[config.mk]
export PLATFORM = sky130hd
export DESIGN_NAME = instr_fetch
export DESIGN_NICKNAME = d
export VERILOG_FILES = /design/src/rtl/if_pkg.sv /design/src/rtl/if_watchdog.sv /design/src/rtl/instr_fetch.sv
export SDC_FILE = /design/constraint.sdc
export NUM_CORES = 1
export LEC_CHECK = 0
export CAP_MARGIN = 20
export CORE_AREA = 8 8 121 123
export CTS_CLUSTER_DIAMETER = 200
export DETAILED_ROUTE_END_ITERATION = 6
export DIE_AREA = 0 0 129 131
export MAX_ROUTING_LAYER = met4
export PLACE_DENSITY_LB_ADDON = 0.25
export SETUP_SLACK_MARGIN = 0.1
export SLEW_MARGIN = 25
export SYNTH_ARGS = -nofsm -noshare
export SYNTH_HDL_FRONTEND = slang
export SYNTH_HIERARCHICAL = 1
export SYNTH_SLANG_ARGS = --single-unit
[constraint.sdc]
create_clock -name clk -period 5 [get_ports clk]
set_clock_uncertainty 0.15 [all_clocks]
set_input_delay 0.75 -clock clk [delete_from_list [all_inputs] [get_ports clk]]
set_output_delay 0.75 -clock clk [all_outputs]
set_load 0.02 [all_outputs]
[src/rtl/if_pkg.sv]
// Shared types and constants for the instruction fetch sequencer.
package if_pkg;

  typedef enum logic [2:0] {
    IDLE,
    REQ,
    OUT,
    ADV,
    ERR
  } if_state_e;

  localparam int BR_OFF_W = 16;
  localparam int PC_INC   = 4;

endpackage

[src/rtl/if_watchdog.sv]
// Request watchdog: a down-counter, reloaded while cleared, that raises expired
// at terminal count. expired is high during the TIMEOUT-th enabled cycle.
module if_watchdog #(
  parameter int TIMEOUT = 255
) (
  input  logic clk,
  input  logic rst,
  input  logic clr,
  input  logic en,
  output logic expired
);

  localparam int CNT_W = (TIMEOUT < 2) ? 1 : $clog2(TIMEOUT + 1);
  localparam logic [CNT_W-1:0] LOAD = CNT_W'(TIMEOUT - 1);

  logic [CNT_W-1:0] cnt;

  always_ff @(posedge clk or posedge rst) begin
    if (rst) begin
      cnt <= LOAD;
    end else if (clr) begin
      cnt <= LOAD;
    end else if (en && (cnt != '0)) begin
      cnt <= cnt - 1'b1;
    end
  end

  assign expired = (cnt == '0);

endmodule

[src/rtl/instr_fetch.sv]
// Instruction fetch sequencer: fetches at pc over req/ack, hands the word to
// decode over valid/ready, then pulses update (+4 or branch). Optional
// alignment fault enabled by IF_ALIGN_CHECK_EN.
//
//   state | meaning
//   IDLE  | waiting for stall low, latches pc into mem_addr
//   REQ   | memory request outstanding, watchdog running
//   OUT   | instruction offered to decode
//   ADV   | one-cycle PC advance (update pulse)
//   ERR   | sticky fault, left only by rst
module instr_fetch
  import if_pkg::*;
#(
  parameter int ADDR_W  = 32,
  parameter int INSTR_W = 32,
  parameter int TIMEOUT = 255
) (
  input  logic                clk,
  input  logic                rst,
  input  logic [ADDR_W-1:0]   pc,
  output logic                update,
  output logic                branch,
  output logic [BR_OFF_W-1:0] branch_offset,
  output logic                mem_req,
  output logic [ADDR_W-1:0]   mem_addr,
  input  logic                mem_ack,
  input  logic [INSTR_W-1:0]  mem_rdata,
  output logic                instr_valid,
  input  logic                instr_ready,
  output logic [INSTR_W-1:0]  instr,
  output logic [ADDR_W-1:0]   instr_pc,
  input  logic                br_req,
  input  logic [BR_OFF_W-1:0] br_offset,
  input  logic                stall,
  output logic                fetch_err
);

  if_state_e           state;
  logic                br_pend;
  logic [BR_OFF_W-1:0] pend_off;
  logic                wd_clr;
  logic                wd_en;
  logic                wd_expired;

  assign wd_clr = (state != REQ);
  assign wd_en  = (state == REQ) && !mem_ack;

  if_watchdog #(
    .TIMEOUT(TIMEOUT)
  ) u_watchdog (
    .clk    (clk),
    .rst    (rst),
    .clr    (wd_clr),
    .en     (wd_en),
    .expired(wd_expired)
  );

  always_ff @(posedge clk or posedge rst) begin
    if (rst) begin
      state       <= IDLE;
      update      <= 1'b0;
      mem_req     <= 1'b0;
      mem_addr    <= '0;
      instr_valid <= 1'b0;
      instr       <= '0;
      instr_pc    <= '0;
      fetch_err   <= 1'b0;
      br_pend     <= 1'b0;
      pend_off    <= '0;
    end else begin
      update <= 1'b0;

      if ((state != ERR) && br_req) begin
        br_pend  <= 1'b1;
        pend_off <= br_offset;
      end

      case (state)
        IDLE: begin
          if (!stall) begin
`ifdef IF_ALIGN_CHECK_EN
            if (pc[1:0] != 2'b00) begin
              fetch_err <= 1'b1;
              state     <= ERR;
            end else
`endif
            begin
              mem_addr <= pc;
              mem_req  <= 1'b1;
              state    <= REQ;
            end
          end
        end
        REQ: begin
          if (mem_ack) begin
            instr       <= mem_rdata;
            instr_pc    <= mem_addr;
            mem_req     <= 1'b0;
            instr_valid <= 1'b1;
            state       <= OUT;
          end else if (wd_expired) begin
            mem_req   <= 1'b0;
            fetch_err <= 1'b1;
            state     <= ERR;
          end
        end
        OUT: begin
          if (instr_ready) begin
            instr_valid <= 1'b0;
            update      <= 1'b1;
            state       <= ADV;
          end
        end
        ADV: begin
          // the branch (pending or same-cycle) is consumed by this advance
          br_pend <= 1'b0;
          state   <= IDLE;
        end
        ERR: begin
          mem_req     <= 1'b0;
          instr_valid <= 1'b0;
          fetch_err   <= 1'b1;
        end
        default: state <= IDLE;
      endcase
    end
  end

  assign branch        = (state == ADV) && (br_pend || br_req);
  assign branch_offset = (state == ADV) ? (br_req ? br_offset : pend_off) : '0;

endmodule

==> flow_summary.toml, run 1 <==
[die]
core-area_um2 = 12900
die_x_um = 129
start_util = 0.437
die_y_um = 131
die-area_um2 = 16900
io_pins = 203
row_count = 42

[synthesis]
muxShareOfSynthArea = 0.296
async_flop_share = 1.00
synth_compound_area_frac = 0.0307
ys_seq_area_frac = 0.571
synth_simple_gate_area_share = 0.0560
ys_seq_elements = 128
synth_edf_count = 0
synth_top_family_by_area = "multiplexers"
synthAdderAreaFrac = 0.00445
synthFlopType = "dfrtp_1"
postSynthAreaPerCell_um2 = 15.5
yosys.area_share.xor_xnor = 0
postSynthCellCount = 363
syn_area_um2 = 5630
synth_warnings = 6
synth_cell_types = 44
syn_nets = 451

[placed_design]
hpwlAfterDp_um = 10500
place.gp.congestion = 0.779
port-buffer-count = 202
placed_area_um2 = 7700

[critical_path]
crit_slowest_cell = "dfrtp_1"
arrival_ns = 2.36
path_class = "register to primary output"
critPathLaunchType = "register"
critPathMaxFanout = 18
cp_num_buf_inv = 1
critPathCaptureType = "primary output"
cp_top_family = "simple AND/OR/NAND/NOR gates"
cpPeakStageDelay_ns = 0.65
crit_required_ns = 4.10
cp_cell_sequence = "and2b_1 -> nand2_2 -> nor2_1 -> clkdlybuf4s50_1"

[drt]
drc = 0
first_pass_iters = 4
antenna_left = 0
postRouteWirelength_um = 14300
drt-initial-drc-count = 168
wire_per_inst_um = 18.8
avgViaCountPerCell = 4.89
vias = 3713

[power]
p_leak_nw = 3.49
peakVddDrop_v = 0.000234
power_density_nw_per_um2 = 665

[grt]
grt_max_degree = 79
antenna_found_initial = 0
grt_pass1_vias = 4128
grt_pass1_wl_um = 22300
grt_overflow_total = 0
track_usage = 0.177

[clock_network]
post_cts_resized = 0
clockBufferDepth = 2
clock_latency_ns = 0.41
clk_pin_slew_ns = 0.05
clock-sinks = 128
cts_tree = "built"
numCtsBuffers = 17
post_cts_buffers = 0
hold_buffers = 0
htreeDepth = 4
cts.root.buffer_cell = "clkbuf_16"

[final_layout]
area_growth_pct = 46.8
fin_nets = 659
layout-drive-gt1-share = 0.266
ff_latch_area_um2 = 3210
postLayoutCellArea_um2 = 8260
multi_input_area_um2 = 2180
diodes = 0
nFillCells = 971

[run_status]
outcome = "finished clean"

[hold_path]
min-delay-path-class = "register to register"

[timing]
grt_setup_unrepaired = "false"
slew_headroom = 0.503
setup-tns-final_ns = 0
worstMarginPinSlew_ns = 0.746
fin_crit_sh = 0.652
min_period_ns = 3.26
drv_slew = 0
hold_viol = 0
max_freq_mhz = 307
setup_viol = 0

[run]
max_cap_viol_count = 0
==> stage by stage <==
stage                     setup slack, ns   util  power (W)  hold WS [ns]  std cells
after floorplan                     0.914      -    0.00324         0.314        363
after global placement               1.30  0.598    0.00430         0.307        728
after detailed placement             1.20  0.598    0.00436         0.317        728
after CTS                            1.22  0.642    0.00557         0.338        759
after global routing                 1.62  0.642    0.00577         0.355        759
final                                1.74  0.642    0.00549         0.328        759
==> cells in the final DEF (no fill, tap or decap), drive strengths merged, types with 2 or more instances in the layout <==
cell type / synthesis / final
buf: 17 / 5
a21oi: 6 / 6
mux2: 113 / 113
dfstp: 7 / 7
ha: 2 / 2
clkdlybuf4s50: 0 / 201
nor4: 2 / 2
bufinv: 0 / 2
nand3: 2 / 2
inv: 6 / 6
dfrtp: 121 / 121
mux2i: 17 / 17
a21boi: 2 / 2
o311ai: 2 / 2
nor2b: 5 / 5
o31ai: 4 / 4
clkbuf: 0 / 20
nor2: 28 / 28
nand2: 4 / 4
clkinv: 0 / 6
o21ai: 4 / 4
or3b: 2 / 2
clkinvlp: 0 / 3
nand2b: 2 / 2
or4: 3 / 3
==> cell type report <==
class / count / share of cell area
Tap cell: 176 / 0.0267
Inverter: 6 / 0.00303
Sequential cell: 128 / 0.389
Clock inverter: 11 / 0.0141
Timing Repair Buffer: 206 / 0.249
Clock buffer: 20 / 0.0541
Multi-Input combinational cell: 212 / 0.264
==> power by group <==
group	switching (W)	leakage [nW]	total, W	internal (W)
combinational	0.00113	1.72	0.00254	0.00141
clock	0.000429	0.271	0.00117	0.000738
sequential	0.000301	1.50	0.00178	0.00148
==> cells in the mapped netlist, types with 2 or more instances <==
| master | number | share of area |
|---|---|---|
| inv_1 | 6 | 0.0040 |
| nand2b_1 | 2 | 0.0022 |
| buf_12 | 7 | 0.025 |
| o31ai_1 | 4 | 0.0053 |
| a21oi_1 | 6 | 0.0053 |
| o311ai_0 | 2 | 0.0031 |
| a21boi_0 | 2 | 0.0027 |
| buf_4 | 6 | 0.0080 |
| mux2_2 | 44 | 0.088 |
| o21ai_0 | 3 | 0.0027 |
| mux2_4 | 60 | 0.16 |
| ha_1 | 2 | 0.0044 |
| mux2_1 | 9 | 0.018 |
| buf_2 | 3 | 0.0027 |
| or4_1 | 2 | 0.0027 |
| nor2_1 | 27 | 0.018 |
| nand2_1 | 3 | 0.0020 |
| dfstp_2 | 7 | 0.033 |
| nand3_1 | 2 | 0.0018 |
| mux2i_1 | 17 | 0.030 |
| dfrtp_1 | 121 | 0.54 |
| or3b_2 | 2 | 0.0031 |
| nor2b_1 | 5 | 0.0056 |
==> sequential cells by signal (all words and copies together) (netlist names) <==
| register | cells |
|---|---|
| mem_req | 1 |
| instr | 32 |
| instr_valid | 1 |
| mem_addr | 32 |
| u_watchdog/cnt | 8 |
| pend_off | 16 |
| instr_pc | 32 |
| br_pend | 1 |
| fetch_err | 1 |
| update | 1 |
| state | 3 |
==> cells by family (layout without fill, tap and decap cells) <==
| logic type | count (synthesis) | in the layout |
|---|---|---|
| multiplexers | 130 | 130 |
| flip-flops | 128 | 128 |
| AND/OR/NAND/NOR | 56 | 56 |
| AO/OA/AOI/OAI | 24 | 24 |
| buffers and inverters | 23 | 243 |
| adder cells (fa/ha/maj) | 2 | 2 |
==> path summary, 6_finish.rpt <==
check / slack (ns) / endpoint / depth (start not counted) / from
setup / recovery: 1.74 / branch_offset[10] / 4 / state[1]$_DFFE_PP0P_
hold / removal: 0.33 / fetch_err$_DFFE_PP0P_ / 1 / fetch_err$_DFFE_PP0P_
setup reg to reg: 2.44 / instr[29]$_DFFE_PP0P_ / 4 / state[1]$_DFFE_PP0P_
hold reg to reg: 0.33 / fetch_err$_DFFE_PP0P_ / 1 / fetch_err$_DFFE_PP0P_
max in group asynchronous: 3.26 / instr_pc[1]$_DFFE_PP0P_ / 3 / rst
min in group asynchronous: 0.55 / u_watchdog/cnt[0]$_DFFE_PP0P_ / 2 / rst
==> metal layers <==
metal  wire [µm]  global-route usage
met5           0                   -
met4         202              0.0636
met3        1080              0.0601
met2        6900               0.285
met1        6130               0.204
==> worst register-to-register path, cell delays in order (launching register included) <==
cell	delay (ns)
dfrtp_1	0.56
nor2_2	0.23
and3_4	0.70
buf_4	0.43
mux2_2	0.38
Note: power is estimated with default switching activity, not from simulation.
==> inputs of run 2 (changes only) <==
--- a/config.mk
+++ b/config.mk
@@ -6,10 +6,10 @@
 export NUM_CORES = 1
 export LEC_CHECK = 0
 export CAP_MARGIN = 20
-export CORE_AREA = 8 8 121 123
+export CORE_AREA = 8 8 127 129
 export CTS_CLUSTER_DIAMETER = 200
 export DETAILED_ROUTE_END_ITERATION = 6
-export DIE_AREA = 0 0 129 131
+export DIE_AREA = 0 0 135 137
 export MAX_ROUTING_LAYER = met4
 export PLACE_DENSITY_LB_ADDON = 0.25
 export SETUP_SLACK_MARGIN = 0.1
==> constraint.sdc (replaced) <==
create_clock -name clk -period 2.73 [get_ports clk]
set_clock_uncertainty 0.15 [all_clocks]
set_input_delay 0.4095 -clock clk [delete_from_list [all_inputs] [get_ports clk]]
set_output_delay 0.4095 -clock clk [all_outputs]
set_load 0.02 [all_outputs]
==> run 2 against run 1 <==
  * Critical path depth up 1
  * Core utilization down 5.0 points
  * Non-clock buffer count up 4
  * Clock power up 100%
  * Total power up 87%
  * First-iteration DRC count up 17%
  * Sequential cell count unchanged
  * Die area up 9.4%
  * Combinational power up 84%
  * Highest routed layer unchanged
==> flow_summary.toml, run 2 (synthesis gave the netlist of run 1 again) <==
[run]
max_cap_viol_count = 0

[final_layout]
largest_registers = "instr: 32 flops, instr_pc: 32 flops, mem_addr: 32 flops"
layout_commonest_cell = "clkdlybuf4s50_1"
instances_no_fill = 770
diodes = 0
utilization = 0.591
multi_input_area_um2 = 2190
ff_latch_area_um2 = 3210
nFillCells = 1111
postLayoutCellArea_um2 = 8400
layout-drive-gt1-share = 0.268
final_cell_mix = "clkdlybuf4s50_1, dfrtp_1, mux2_4, mux2_2, nor2_1"
area_growth_pct = 49.3
fin_nets = 663

[hold_path]
min-delay-path-class = "primary input to async pin"

[power]
peakVddDrop_v = 0.000454
power_density_nw_per_um2 = 1220
p_leak_nw = 3.63

[die]
die-area_um2 = 18500
start_util = 0.396
row_count = 44
die_x_um = 135
core-area_um2 = 14200
io_pins = 203
die_y_um = 137

[drt]
drc = 0
vias = 3746
postRouteWirelength_um = 14300
drt-initial-drc-count = 197
wire_per_inst_um = 18.5
first_pass_iters = 4
antenna_left = 0
avgViaCountPerCell = 4.86

[critical_path]
critPathMaxFanout = 12
crit_slowest_cell = "dfrtp_1"
critPathCaptureType = "register"
reg2reg_to = "u_watchdog/cnt[7]$_DFFE_PP1P_"
cp_cell_sequence = "nand2_1 -> nor2_1 -> or3b_2 -> or4_1 -> o211ai_1"
cp_num_buf_inv = 0
rrSetupSlack_ns = 0.25
crit_required_ns = 2.91
path_class = "register to register"
critPathLaunchType = "register"
cp_top_family = "simple AND/OR/NAND/NOR gates"
arrival_ns = 2.66
r2r-start = "state[0]$_DFFE_PP0P_"
cpPeakStageDelay_ns = 0.62
ff2ff_path_depth = 5

[clock_network]
cts.root.buffer_cell = "clkbuf_16"
post_cts_buffers = 0
clock-sinks = 128
clock_latency_ns = 0.41
clk_pin_slew_ns = 0.06
htreeDepth = 4
cts_tree = "built"
numCtsBuffers = 17
clockBufferDepth = 2

[timing]
worstMarginPinSlew_ns = 0.560
setup_viol = 0
min_period_ns = 2.48
drv_slew = 0
hold_viol = 0
grt_setup_unrepaired = "false"
setup-tns-final_ns = 0
max_freq_mhz = 403
slew_headroom = 0.625
fin_crit_sh = 0.909

[placed_design]
port-buffer-count = 202
place.gp.congestion = 0.733
placed_area_um2 = 7810
dp_cells = 740
hpwlAfterDp_um = 10400

[grt]
grt_pass1_wl_um = 22400
grt_overflow_total = 0
grt_pass1_vias = 4209
grt_max_degree = 62
antenna_found_initial = 0
track_usage = 0.161

[run_status]
outcome = "finished clean"
## run 2: worst reg2reg max path: stages, from the launching register on
cell	delay, ns
dfrtp_1	0.62
nand2_1	0.28
nor2_1	0.23
or3b_2	0.54
or4_1	0.41
o211ai_1	0.17
## run 2: what timing repair did
item	in CTS	in global routing
endpoints found under the hold margin	0	0
gates resized for setup	18	0
endpoints found under the setup margin	17	0
hold buffers	0	0
## run 2: layout make-up
class                   instances  area share
well taps                     184      0.0274
repair buffers                210       0.254
flip-flops and latches        128       0.382
inverters                       6     0.00313
clock inverters                10      0.0194
multi-input cells             212       0.260
clock buffers                  20      0.0532
## run 2: stage by stage
stage	total power [W]	hold slack, ns	worst slack [ns]
floorplan	0.00593	0.0701	0.567
global placement	0.00795	0.307	0.268
detailed placement	0.00804	0.309	0.212
CTS	0.0104	0.197	0.251
global route	0.0108	0.221	0.131
finish	0.0103	0.205	0.248
## run 2: how the worst max path moves through the flow
stage	start	to	slack [ns]	cells past startpoint
after detailed placement	br_req	branch_offset[15]	0.21	5
after CTS	state[2]$_DFFE_PP0P_	branch_offset[11]	0.25	4
after floorplan	state[2]$_DFFE_PP0P_	u_watchdog/cnt[7]$_DFFE_PP1P_	0.57	7
final	state[0]$_DFFE_PP0P_	u_watchdog/cnt[7]$_DFFE_PP1P_	0.25	5
after global routing	state[0]$_DFFE_PP0P_	u_watchdog/cnt[7]$_DFFE_PP1P_	0.13	5
after global placement	br_req	branch_offset[9]	0.27	5
## run 2: routing by layer
metal,vias up,share of wire,track usage
met2,128,0.50,0.262
met3,16,0.062,0.0492
met5,-,0,-
li1,1705,-,-
met1,1897,0.41,0.180
met4,0,0.020,0.0697
## run 2: power breakdown
part / internal [W] / switching, W
sequential: 0.00271 / 0.000541
clock: 0.00154 / 0.000803
combinational: 0.00260 / 0.00207
==> inputs of run 3 (changes only) <==
--- a/config.mk
+++ b/config.mk
@@ -5,11 +5,13 @@
 export SDC_FILE = /design/constraint.sdc
 export NUM_CORES = 1
 export LEC_CHECK = 0
+export ABC_AREA = 1
 export CAP_MARGIN = 20
-export CORE_AREA = 8 8 127 129
+export CORE_AREA = 2 2 121 123
 export CTS_CLUSTER_DIAMETER = 200
 export DETAILED_ROUTE_END_ITERATION = 6
-export DIE_AREA = 0 0 135 137
+export DIE_AREA = 0 0 123 125
+export GPL_ROUTABILITY_DRIVEN = 0
 export MAX_ROUTING_LAYER = met4
 export PLACE_DENSITY_LB_ADDON = 0.25
 export SETUP_SLACK_MARGIN = 0.1
==> run 3 against run 2 <==
  * Total power decreased by 8.7%
  * Setup slack got worse by 0.024 ns
  * Via count increased by 26%
  * Design area decreased by 0.36%
  * Hold slack got worse by 0.0039 ns
  * Combinational power decreased by 17%
  * Area after synthesis decreased by 1.9%
  * Die area decreased by 17%
  * Count of clock-buffer cells in the layout increased by 3
  * Largest power group unchanged
==> flow_summary.toml, run 3 <==
[timing]
max_freq_mhz = 399
setup_viol = 0
grt_setup_unrepaired = "true"
fin_ws_ns = 0.224
worstMarginPinSlew_ns = 0.718
min_period_ns = 2.51
drv_slew = 0
hold_viol = 0
slew_headroom = 0.522
setup-tns-final_ns = 0
fin_crit_sh = 0.918

[grt]
grt_max_degree = 71
track_usage = 0.192
grt_pass1_wl_um = 22200
antenna_found_initial = 0
grt_overflow_total = 0
grt_pass1_vias = 4511

[final_layout]
diodes = 0
multi_input_area_um2 = 1830
utilization = 0.589
layout_commonest_cell = "nand2_1"
instances_no_fill = 1073
largest_registers = "instr: 32 flops, instr_pc: 32 flops, mem_addr: 32 flops"
area_growth_pct = 51.6
postLayoutCellArea_um2 = 8370
ff_latch_area_um2 = 3210
fin_nets = 964
nFillCells = 1230
final_cell_mix = "nand2_1, clkdlybuf4s50_1, dfrtp_1, inv_1, o21ai_0"
layout-drive-gt1-share = 0.0686

[hold_path]
min-delay-path-class = "primary input to async pin"

[placed_design]
post-place-ws_ns = 0.145
port-buffer-count = 202
placed_area_um2 = 7700
hpwlAfterDp_um = 9170
dp_cells = 1039

[drt]
avgViaCountPerCell = 4.38
antenna_left = 0
wire_per_inst_um = 12.7
drt-initial-drc-count = 201
first_pass_iters = 4
vias = 4703
drc = 0
postRouteWirelength_um = 13600

[die]
io_pins = 203
row_count = 44
core-area_um2 = 14200
die_x_um = 123
die_y_um = 125
start_util = 0.389
die-area_um2 = 15400

[critical_path]
reg2reg_to = "u_watchdog/cnt[1]$_DFFE_PP1P_"
critPathMaxFanout = 28
rrSetupSlack_ns = 0.89
crit_required_ns = 2.17
cp_cell_sequence = "clkdlybuf4s50_1 -> inv_4 -> o21ai_0 -> nand2_1 -> inv_1 -> clkdlybuf4s50_1"
cp_num_buf_inv = 4
path_class = "primary input to primary output"
critPathLaunch = "br_req"
cp_common_cell = "clkdlybuf4s50_1"
critPathCaptureType = "primary output"
crit_slowest_cell = "clkdlybuf4s50_1"
critPathLaunchType = "primary input"
crit_cells = 6
ff2ff_path_depth = 6
arrival_ns = 1.95
crit_end = "branch_offset[0]"
cp_top_family = "buffers and inverters"
cpPeakStageDelay_ns = 0.59
r2r-start = "state[1]$_DFFE_PP0P_"

[clock_network]
clockBufferDepth = 2
cts_tree = "built"
numCtsBuffers = 17
htreeDepth = 4
clock-sinks = 128
clock_latency_ns = 0.41
clk_pin_slew_ns = 0.05
cts.root.buffer_cell = "clkbuf_16"

[synthesis]
yosys.area.top_type = "dfrtp_1"
syn_nets = 763
synthTopCellsByArea = "dfrtp_1, nand2_1, inv_1, o21ai_0, dfstp_2"
ys_seq_elements = 128
synth_common_cells = "nand2_1, dfrtp_1, inv_1"
yosysMostFrequentCell = "nand2_1"
async_flop_share = 1.00
synth_warnings = 6
synth_edf_count = 0
postSynthAreaPerCell_um2 = 8.18
ys_seq_area_frac = 0.582
yosysTopAreaCellShare = 0.548
postSynthCellCount = 675
syn_area_um2 = 5520
synthFlopType = "dfrtp_1"
synth_cell_types = 26

[power]
p_leak_nw = 4.51
power_density_nw_per_um2 = 1120
peakVddDrop_v = 0.000642

[run_status]
outcome = "finished clean"

[run]
max_cap_viol_count = 0
## run 3: how the worst min path moves through the flow
stage / from / endpoint / slack (ns) / cells after the start
2_1_floorplan: rst / u_watchdog/cnt[0]$_DFFE_PP0P_ / 0.07 / 1
3_5_place_dp: fetch_err$_DFFE_PP0P_ / fetch_err$_DFFE_PP0P_ / 0.30 / 2
6_report: rst / u_watchdog/cnt[0]$_DFFE_PP0P_ / 0.20 / 2
3_3_place_gp: fetch_err$_DFFE_PP0P_ / fetch_err$_DFFE_PP0P_ / 0.30 / 2
4_1_cts: rst / u_watchdog/cnt[0]$_DFFE_PP0P_ / 0.20 / 2
5_1_grt: rst / u_watchdog/cnt[0]$_DFFE_PP0P_ / 0.23 / 2
## run 3: cell families after synthesis
kind of cell	Yosys count	synth area share
flip-flops	128	0.582
AO/OA/AOI/OAI	61	0.0557
adder cells (fa/ha/maj)	2	0.00453
buffers and inverters	111	0.0868
AND/OR/NAND/NOR	373	0.271
## run 3: area by class of cell
| class | instances | share of cell area |
|---|---|---|
| Sequential cell | 128 | 0.384 |
| Multi-Input combinational cell | 436 | 0.219 |
| Clock buffer | 23 | 0.0583 |
| Tap cell | 184 | 0.0275 |
| Timing Repair Buffer | 211 | 0.258 |
| Clock inverter | 9 | 0.0155 |
| Inverter | 82 | 0.0381 |
## run 3: layer usage
layer  vias up  wire, µm  GRT usage
met1      2088      6230      0.249
met5         -         0          -
met4         0       354     0.0802
met3        25      1010     0.0652
li1       2440         -          -
met2       150      5990      0.274
## run 3: stage by stage
step / total power [W] / hold WS (ns)
2_1_floorplan: 0.00521 / 0.0701
3_3_place_gp: 0.00704 / 0.299
3_5_place_dp: 0.00707 / 0.303
4_1_cts: 0.00948 / 0.197
5_1_grt: 0.00999 / 0.226
6_report: 0.00937 / 0.202
## run 3: worst reg2reg max path, cell delays in order, from the launching register on
cell and delay [ns]:
dfrtp_1 0.46, nor2_4 0.20, nand2_1 0.12, nor2_1 0.42, nand2_4 0.14, or2_1 0.23
nand2_1 0.07
## run 3: power breakdown
part	switching, W	leakage (nW)	internal [W]	total [W]
logic	0.00215	2.62	0.00174	0.00389
clock network	0.000806	0.303	0.00153	0.00234
registers	0.000492	1.59	0.00266	0.00315
total	0.00345	4.51	0.00593	0.00937
## run 3: what timing repair did
action                                  CTS  global route
cloned                                    0             0
hold buffers                              0             0
buffers inserted                          0             2
endpoints found under the setup margin   16            16
resized for setup                         1            17
